### src/rtl/midori_sbox_layer_ctrl_if.sv
// midori_sbox_layer_ctrl_if: host-side start/state-share bus of the S-box layer sequencer
interface midori_sbox_layer_ctrl_if;
    logic        start;
    logic [63:0] s1_in, s2_in, s3_in;
    logic [63:0] s1_out, s2_out, s3_out;
    logic        busy, done;
    modport master(output start, s1_in, s2_in, s3_in, input s1_out, s2_out, s3_out, busy, done);
    modport slave(input start, s1_in, s2_in, s3_in, output s1_out, s2_out, s3_out, busy, done);
endinterface

### src/rtl/midori_sbox_layer_ctrl.sv
// midori_sbox_layer_ctrl: streams three 64-bit shares nibble-by-nibble through a shared TI S-box core
module midori_sbox_layer_ctrl #(
    parameter int SB_LAT = 3
) (
    input  logic                           clk,
    input  logic                           rst,
    midori_sbox_layer_ctrl_if.slave        bus,
    output logic [3:0]                     sb_x1,
    output logic [3:0]                     sb_x2,
    output logic [3:0]                     sb_x3,
    output logic                           sb_en,
    input  logic [3:0]                     sb_y1,
    input  logic [3:0]                     sb_y2,
    input  logic [3:0]                     sb_y3
);
    typedef enum logic [1:0] {IDLE, RUN, DONE} state_t;
    state_t      state_q, state_d;
    logic [4:0]  fc_q, fc_d;
    logic [3:0]  wc_q, wc_d;
    logic [63:0] s1_q, s1_d, s2_q, s2_d, s3_q, s3_d;
    logic        feed, wr;
    logic [5:0]  fpos, wpos;
    // nibble (15-n) starts at bit 4*(~n); feeding stops once fc reaches 16
    assign fpos = {~fc_q[3:0], 2'b00};
    assign wpos = {~wc_q, 2'b00};
    assign feed = (state_q == RUN) && !fc_q[4];
    generate
        if (SB_LAT == 0) begin : g_comb
            assign wr = feed;
        end else begin : g_pipe
            logic [SB_LAT-1:0] v_q, v_d;
            logic [SB_LAT:0]   v_all;
            assign v_all = {v_q, feed};
            assign wr    = v_all[SB_LAT];
            // valid shift register tracks which core output slots carry a fed nibble
            always_comb v_d = (state_q == RUN) ? v_all[SB_LAT-1:0] : '0;
            // valid register, cleared outside RUN so each layer starts empty
            always_ff @(posedge clk or posedge rst)
                if (rst) v_q <= '0;
                else     v_q <= v_d;
        end
    endgenerate
    // next-state: load on start outside RUN, otherwise advance feed and write-back
    always_comb begin
        state_d = state_q;
        fc_d    = fc_q;
        wc_d    = wc_q;
        s1_d    = s1_q;
        s2_d    = s2_q;
        s3_d    = s3_q;
        if (state_q != RUN) begin
            state_d = bus.start ? RUN : IDLE;
            if (bus.start) begin
                fc_d = '0;
                wc_d = '0;
                s1_d = bus.s1_in;
                s2_d = bus.s2_in;
                s3_d = bus.s3_in;
            end
        end else begin
            fc_d = feed ? fc_q + 5'd1 : fc_q;
            if (wr) begin
                s1_d[wpos +: 4] = sb_y1;
                s2_d[wpos +: 4] = sb_y2;
                s3_d[wpos +: 4] = sb_y3;
                wc_d            = wc_q + 4'd1;
                state_d         = (wc_q == 4'd15) ? DONE : RUN;
            end
        end
    end
    // state, counters and share registers
    always_ff @(posedge clk or posedge rst)
        if (rst) begin
            state_q <= IDLE;
            fc_q    <= '0;
            wc_q    <= '0;
            s1_q    <= '0;
            s2_q    <= '0;
            s3_q    <= '0;
        end else begin
            state_q <= state_d;
            fc_q    <= fc_d;
            wc_q    <= wc_d;
            s1_q    <= s1_d;
            s2_q    <= s2_d;
            s3_q    <= s3_d;
        end
    assign sb_x1      = feed ? s1_q[fpos +: 4] : '0;
    assign sb_x2      = feed ? s2_q[fpos +: 4] : '0;
    assign sb_x3      = feed ? s3_q[fpos +: 4] : '0;
    assign sb_en      = state_q == RUN;
    assign bus.busy   = state_q == RUN;
    assign bus.done   = state_q == DONE;
    assign bus.s1_out = s1_q;
    assign bus.s2_out = s2_q;
    assign bus.s3_out = s3_q;
endmodule

### src/flat_wrapper.sv
// flat-port wrapper written by rule: the top's interface ports become plain ports
module midori_sbox_layer_ctrl_flat 
#(
    parameter int SB_LAT = 3
)
  (clk, rst, sb_x1, sb_x2, sb_x3, sb_en, sb_y1, sb_y2, sb_y3, bus_start, bus_s1_in, bus_s2_in, bus_s3_in, bus_s1_out, bus_s2_out, bus_s3_out, bus_busy, bus_done);
  midori_sbox_layer_ctrl_if bus_i ();
  input  logic clk;
  input  logic rst;
  output logic [3:0] sb_x1;
  output logic [3:0] sb_x2;
  output logic [3:0] sb_x3;
  output logic sb_en;
  input  logic [3:0] sb_y1;
  input  logic [3:0] sb_y2;
  input  logic [3:0] sb_y3;
  input wire logic [$bits(bus_i.start)-1:0] bus_start;
  input wire logic [$bits(bus_i.s1_in)-1:0] bus_s1_in;
  input wire logic [$bits(bus_i.s2_in)-1:0] bus_s2_in;
  input wire logic [$bits(bus_i.s3_in)-1:0] bus_s3_in;
  output wire logic [$bits(bus_i.s1_out)-1:0] bus_s1_out;
  output wire logic [$bits(bus_i.s2_out)-1:0] bus_s2_out;
  output wire logic [$bits(bus_i.s3_out)-1:0] bus_s3_out;
  output wire logic [$bits(bus_i.busy)-1:0] bus_busy;
  output wire logic [$bits(bus_i.done)-1:0] bus_done;
  assign bus_i.start = bus_start;
  assign bus_i.s1_in = bus_s1_in;
  assign bus_i.s2_in = bus_s2_in;
  assign bus_i.s3_in = bus_s3_in;
  assign bus_s1_out = bus_i.s1_out;
  assign bus_s2_out = bus_i.s2_out;
  assign bus_s3_out = bus_i.s3_out;
  assign bus_busy = bus_i.busy;
  assign bus_done = bus_i.done;
  midori_sbox_layer_ctrl #(.SB_LAT(SB_LAT)) u_core (.clk(clk), .rst(rst), .bus(bus_i), .sb_x1(sb_x1), .sb_x2(sb_x2), .sb_x3(sb_x3), .sb_en(sb_en), .sb_y1(sb_y1), .sb_y2(sb_y2), .sb_y3(sb_y3));
endmodule
### config.mk
export PLATFORM = sky130hd
export DESIGN_NAME = midori_sbox_layer_ctrl_flat
export DESIGN_NICKNAME = d
export VERILOG_FILES = /design/src/rtl/midori_sbox_layer_ctrl_if.sv /design/src/rtl/midori_sbox_layer_ctrl.sv /design/src/flat_wrapper.sv
export SDC_FILE = /design/constraint.sdc
export NUM_CORES = 1
export LEC_CHECK = 0
export ABC_CLOCK_PERIOD_IN_PS = 7100
export BUFFER_PORTS_ARGS = -buffer_cell sky130_fd_sc_hd__buf_2
export CORE_MARGIN = 3
export CORE_UTILIZATION = 47
export DETAILED_ROUTE_END_ITERATION = 8
export PLACE_DENSITY = 0.76
export SLEW_MARGIN = 20
export SYNTH_ARGS = -nofsm -noshare
export SYNTH_HDL_FRONTEND = slang
export SYNTH_SLANG_ARGS = --single-unit
### constraint.sdc
create_clock -name clk -period 7.1 [get_ports clk]
set_clock_uncertainty 0.1 [all_clocks]
set_input_delay 0.71 -clock clk [delete_from_list [all_inputs] [get_ports clk]]
set_output_delay 0.71 -clock clk [all_outputs]
set_load 0.03 [all_outputs]
# Yosys cells after proc, flatten, opt, wreduce, memory -nomap -nowiden
# Index checks and enable logic that the tools add are counted.
[classes]
add_sub_neg = 3
n_eq_ne = 5
shifts = 7
muxes = 26
bitwise = 2
n_reduce_logical = 6
[ops]
columns = ["cell", "count"]
rows = [
  ["64-bit two-way mux", 9],
  ["64-bit bitwise mux", 3],
  ["4-bit by 8-bit indexed part select with 64-bit output", 3],
  ["64-bit by 7-bit indexed part select with 4-bit output", 3],
  ["4-bit by 8-bit variable shift with 64-bit output (first input constant)", 1],
  ["4-bit two-way mux", 6],
  ["5-bit two-way mux", 3],
  ["6-bit negation with 8-bit output", 1],
  ["4-bit inverter", 2],
  ["2-bit two-way mux", 3],
  ["5-bit by 1-bit adder with 5-bit output (second input constant)", 1],
  ["4-bit by 1-bit adder with 4-bit output (second input constant)", 1],
  ["4-bit == test (second input constant)", 1],
  ["2-bit AND reduction", 2],
  ["2-bit nonzero test", 2],
  ["3-bit two-way mux", 1],
  ["2-bit by 1-bit == test with 1-bit output (second input constant)", 1],
  ["2-bit == test (second input constant)", 1],
  ["2-bit by 1-bit inequality test with 1-bit output (second input constant)", 1],
  ["2-bit inequality test (second input constant)", 1],
  ["1-bit logical AND", 1],
  ["1-bit zero test", 1],
  ["1-bit two-way mux", 1],
]
[word_totals]
reg_bits = 206
word_cells = 56

# Depth between registers and ports, before layout
[logic_depth]
word_depth = 6
depth_mapped = 9
mapped_depth_nobuf = 6

# Least setup slack after synthesis
# OpenSTA, ideal clock, no wires.
[synth_timing]
kind = "register to output"
from = "register u_core.fc_q[2]"
to = "output sb_x1[3]"
t_arrival_ns = 1.819
required_ns = 6.290
path_slack_ns = 4.471
path_stages_with_launch = 5
n_path_buf = 2
cell_sequence = "dfrtp_1 > clkbuf_1 > buf_1 > mux2i_1 > o22ai_1"
[synth_via]
elab_chain_cells = 3
[synth_lines]
columns = ["element", "line_no", "source"]
rows = [
  ["start: declaration", "midori_sbox_layer_ctrl.sv:18", "logic [4:0] fc_q, fc_d;"],
  ["start signal: assignment", "midori_sbox_layer_ctrl.sv:75", "fc_q <= '0;"],
  ["start signal: assignment", "midori_sbox_layer_ctrl.sv:82", "fc_q <= fc_d;"],
  ["4-bit inverter", "midori_sbox_layer_ctrl.sv:24", "assign fpos = {~fc_q[3:0], 2'b00};"],
  ["64-bit by 7-bit indexed part select with 4-bit output", "midori_sbox_layer_ctrl.sv:88", "assign sb_x1 = feed ? s1_q[fpos +: 4] : '0;"],
  ["4-bit two-way mux", "midori_sbox_layer_ctrl.sv:88", ""],
  ["end: declaration", "flat_wrapper.sv:10", "output logic [3:0] sb_x1;"],
]
# Every way passes these cells.

# Final worst setup path
[layout_timing]
from = "register u_core.state_q[0]"
to = "output sb_x1[2]"
[layout_via]
elab_chain_cells = 3
[layout_lines]
columns = ["element", "line_no", "source"]
rows = [
  ["start: declaration", "midori_sbox_layer_ctrl.sv:17", "state_t state_q, state_d;"],
  ["start signal: assignment", "midori_sbox_layer_ctrl.sv:81", "state_q <= state_d;"],
  ["2-bit by 1-bit == test with 1-bit output", "midori_sbox_layer_ctrl.sv:26", "assign feed = (state_q == RUN) && !fc_q[4];"],
  ["1-bit logical AND", "midori_sbox_layer_ctrl.sv:26", ""],
  ["4-bit two-way mux", "midori_sbox_layer_ctrl.sv:88", ""],
]
# Every way passes these cells.

==> impl_results.md <==
* Vias per inst at 6.64
* Max Clock Freq at 203 MHz
* Worst path top cell family by delay: simple AND/OR/NAND/NOR gates
* CTS buffer count at 23
* Clock sinks at 206
* Cell row count at 57
* HPWL Detailed at 37.8 mm
* Layout Nets at 1,638
* Post-CTS setup buffer count at 0
* Most numerous cell in the Yosys netlist: dfrtp_1
* # hold bufs at CTS at 0
* Post-synth top area share at 43.5%
* Die ar. at 27,200 um2
* GR Util All Layers at 37.3%
* Die width at 165 um
* Final worst slack at 2.18 ns
* Outcome: finished clean
* Rel. slew slack at 28.6%
* Syn_nets at 1,302
* Distinct cells, synth at 59
* CTS root buffer: clkbuf_16
* DRT Pass-1 Iters at 6
* Synth Area in XOR/XNOR at 0.148%
* Cells after DPL at 1,725
* Register area at 5160 um2
* Final setup violating endpoints at 0
* Setup_tns at 0 ns
* Main area contributors after synthesis: dfrtp_1 43%, mux4_2 9.1%, mux2_1 6.1%
* Post-Synthesis Cell Area at 11,900 um2
* WP data required at 6.29 ns
* Cell chain of the critical path: nand2b_4 > clkinv_2 > nand2b_1 > inv_2 > nand2_1 > o22ai_1 > buf_2
* Largest net degree at the start of global routing at 124
* Fin. Hold Viols at 0
* Total Power at 2790 uW
* Design area at 14,900 um2
* Maximum single-stage delay on the critical path at 1.08 ns
* Gpl congestion at 0.923
* I/O pin cnt at 414
* CTS Buffer Depth at 3
* Place WS at 3.02 ns
* Synth Area in Compound Gates at 18.1%
* Max IR drop VDD at 0.121 mV
* Final period util at 69.3%
* Initial Utilization at 48.3%
* CTS H-tree lvls at 1
* Share of cells above drive strength 1 at 40.5%
* Startpoint type of the worst setup path: register
* Register area share after synthesis at 43.5%
* Post-DRT Antenna Nets at 0
* Number of synthesized flops with an enable pin at 0
* Ant diodes at 0
* Leak at 0.00755 uW
* Post-Synth Simple-Gate Area at 12.0%
* Async set or reset register ratio after synthesis at 100%
* Gate Count Post-Synth at 1,091
* Vias in the first global route at 11,323
* Slowest library cell on the worst path: clkinv_2
* Clk_lat worst skew at 0.52 ns
* Final WL at 52.4 mm
* Tightest Hold Check Type: in -> async
* Non-Filler Instances at 1,767
* WL/cell at 29.6 um
* Primary FF master, synth: dfrtp_1
* TritonCTS clock tree: yes
* Max FO, Critical Path at 95
* Max Cap Viol at 0
* Final Slew Violations at 0
* RSZ-0062 raised after global routing: false
* Largest area contributor in the netlist: dfrtp_1
* Post-CTS sizing at 0
* Clock period minus worst slack at 4.92 ns
* Yosys warns at 0
* Power per Cell Area at 188 nW/um2
* Gr ovfl total at 0
* Initial antenna violation count at 3
* Placed cell area at 14,000 um2
* Worst setup EP type: primary output
* Largest family of logic cells by synthesized area: multiplexers
* First-pass GRT wire length at 74.0 mm
* Mux contribution to synthesized area at 21.6%
* Worst slew pin tran at 1.07 ns
* Die height at 165 um
* Starting DRC count in detailed routing at 1,611
* CP bufs+invs at 3
* Most common library cells after synthesis: 206 x dfrtp_1, 149 x nand2_1, 71 x clkbuf_1, 64 x mux2_1, 56 x o21ai_0
* Adder-cell area share of the yosys netlist at 0.422%
* Syn_area_per_cell at 10.9 um2
* Critical Path AT at 4.11 ns
* Seq cells post-synth at 206
* Core Footprint at 24,500 um2
* Worst-path clk slew at 0.07 ns
* Vias post-DR at 11,733
* PortBufs at 413
* Remaining DRCs at 0
* Multi-input logic area at 6250 um2
* P&R area growth vs syn at 25.3%
* Crit Path Class: reg -> out
* # fillers at 2,107
-- logic make-up (layout without fill, tap and decap cells) --
group	Yosys count	after routing
compound gates	280	280
xor+xnor	2	2
fa+ha+maj	4	4
buf+inv	124	476
flops	206	206
mux	182	182
simple gates	293	293
-- per-stage QoR --
stage | util, % | hold WS, ns
CTS | 60.4 | 0.325
global route | 60.6 | 0.349
global placement | 56.9 | 0.355
detailed placement | 57.0 | 0.353
finish | 60.6 | 0.259
floorplan | - | 0.328
-- routing by layer --
layer | vias to the layer above | wire length (um) | global-route usage (%)
li1 | 4831 | - | -
met3 | 170 | 6430 | 10.2
met1 | 5765 | 19400 | 48.8
met5 | - | 0 | 0
met4 | 0 | 3170 | 19.1
met2 | 967 | 23400 | 57.1
-- power breakdown --
part / internal [uW] / leakage, uW / switching [uW] / total (uW)
combinational: 93.3 / 0.00434 / 183 / 276
sequential: 1190 / 0.00280 / 26.5 / 1210
clock: 791 / 0.000412 / 515 / 1310
total: 2070 / 0.00755 / 725 / 2790
-- sequential cells by signal, indices dropped and copies added (netlist names) --
| signal | cells |
|---|---|
| u_core.state_q | 2 |
| u_core.fc_q | 5 |
| u_core.bus.s1_out | 64 |
| u_core.bus.s3_out | 64 |
| u_core.bus.s2_out | 64 |
| u_core.wc_q | 4 |
| u_core.g_pipe.v_q | 3 |
-- placed cells by master (no fill, tap or decap), types with 3 or more instances in the layout --
master,n
a21o_1,4
a21oi_1,5
a221o_1,24
a31oi_1,25
a32o_1,32
and2_1,6
and3_1,26
and3b_1,3
buf_2,413
buf_4,12
bufinv_16,4
clkbuf_16,23
clkbuf_8,5
clkinv_2,8
dfrtp_1,203
ha_1,4
inv_1,4
mux2_1,64
mux2_2,44
mux2i_1,26
mux4_2,48
nand2_1,149
nand2b_1,4
nand3_1,27
nand3b_1,3
nand4b_1,4
nor2_1,5
nor3_1,25
nor3b_1,5
o21ai_0,56
o21ai_1,13
o21bai_1,24
o221a_1,21
o221a_2,3
o22ai_1,14
o31a_1,12
o31ai_1,26
or3_1,27
-- worst paths after layout --
| kind | start | end | slack [ns] | cells after the start |
|---|---|---|---|---|
| min in group clk | bus_s2_in[6] | u_core.bus.s2_out[6] | 0.35 | 3 |
| hold reg to reg | u_core.g_pipe.v_q[0] | u_core.g_pipe.v_q[1] | 0.36 | 1 |
| hold / removal | rst | u_core.bus.s1_out[11] | 0.26 | 2 |
| setup / recovery | u_core.state_q[0] | sb_x1[2] | 2.18 | 7 |
| max in group asynchronous | rst | u_core.bus.s2_out[46] | 5.35 | 3 |
| setup reg to reg | u_core.state_q[0] | u_core.bus.s2_out[15] | 2.80 | 5 |
-- final cells by class --
type	instances	area share (%)
Inverter	8	0.261
Clock buffer	28	4.34
Sequential cell	206	34.7
Timing Repair Buffer	427	14.7
Tap cell	324	2.73
Clock inverter	13	1.16
Multi-Input combinational cell	761	42.0
No activity file was read; power rests on OpenSTA's default activity.
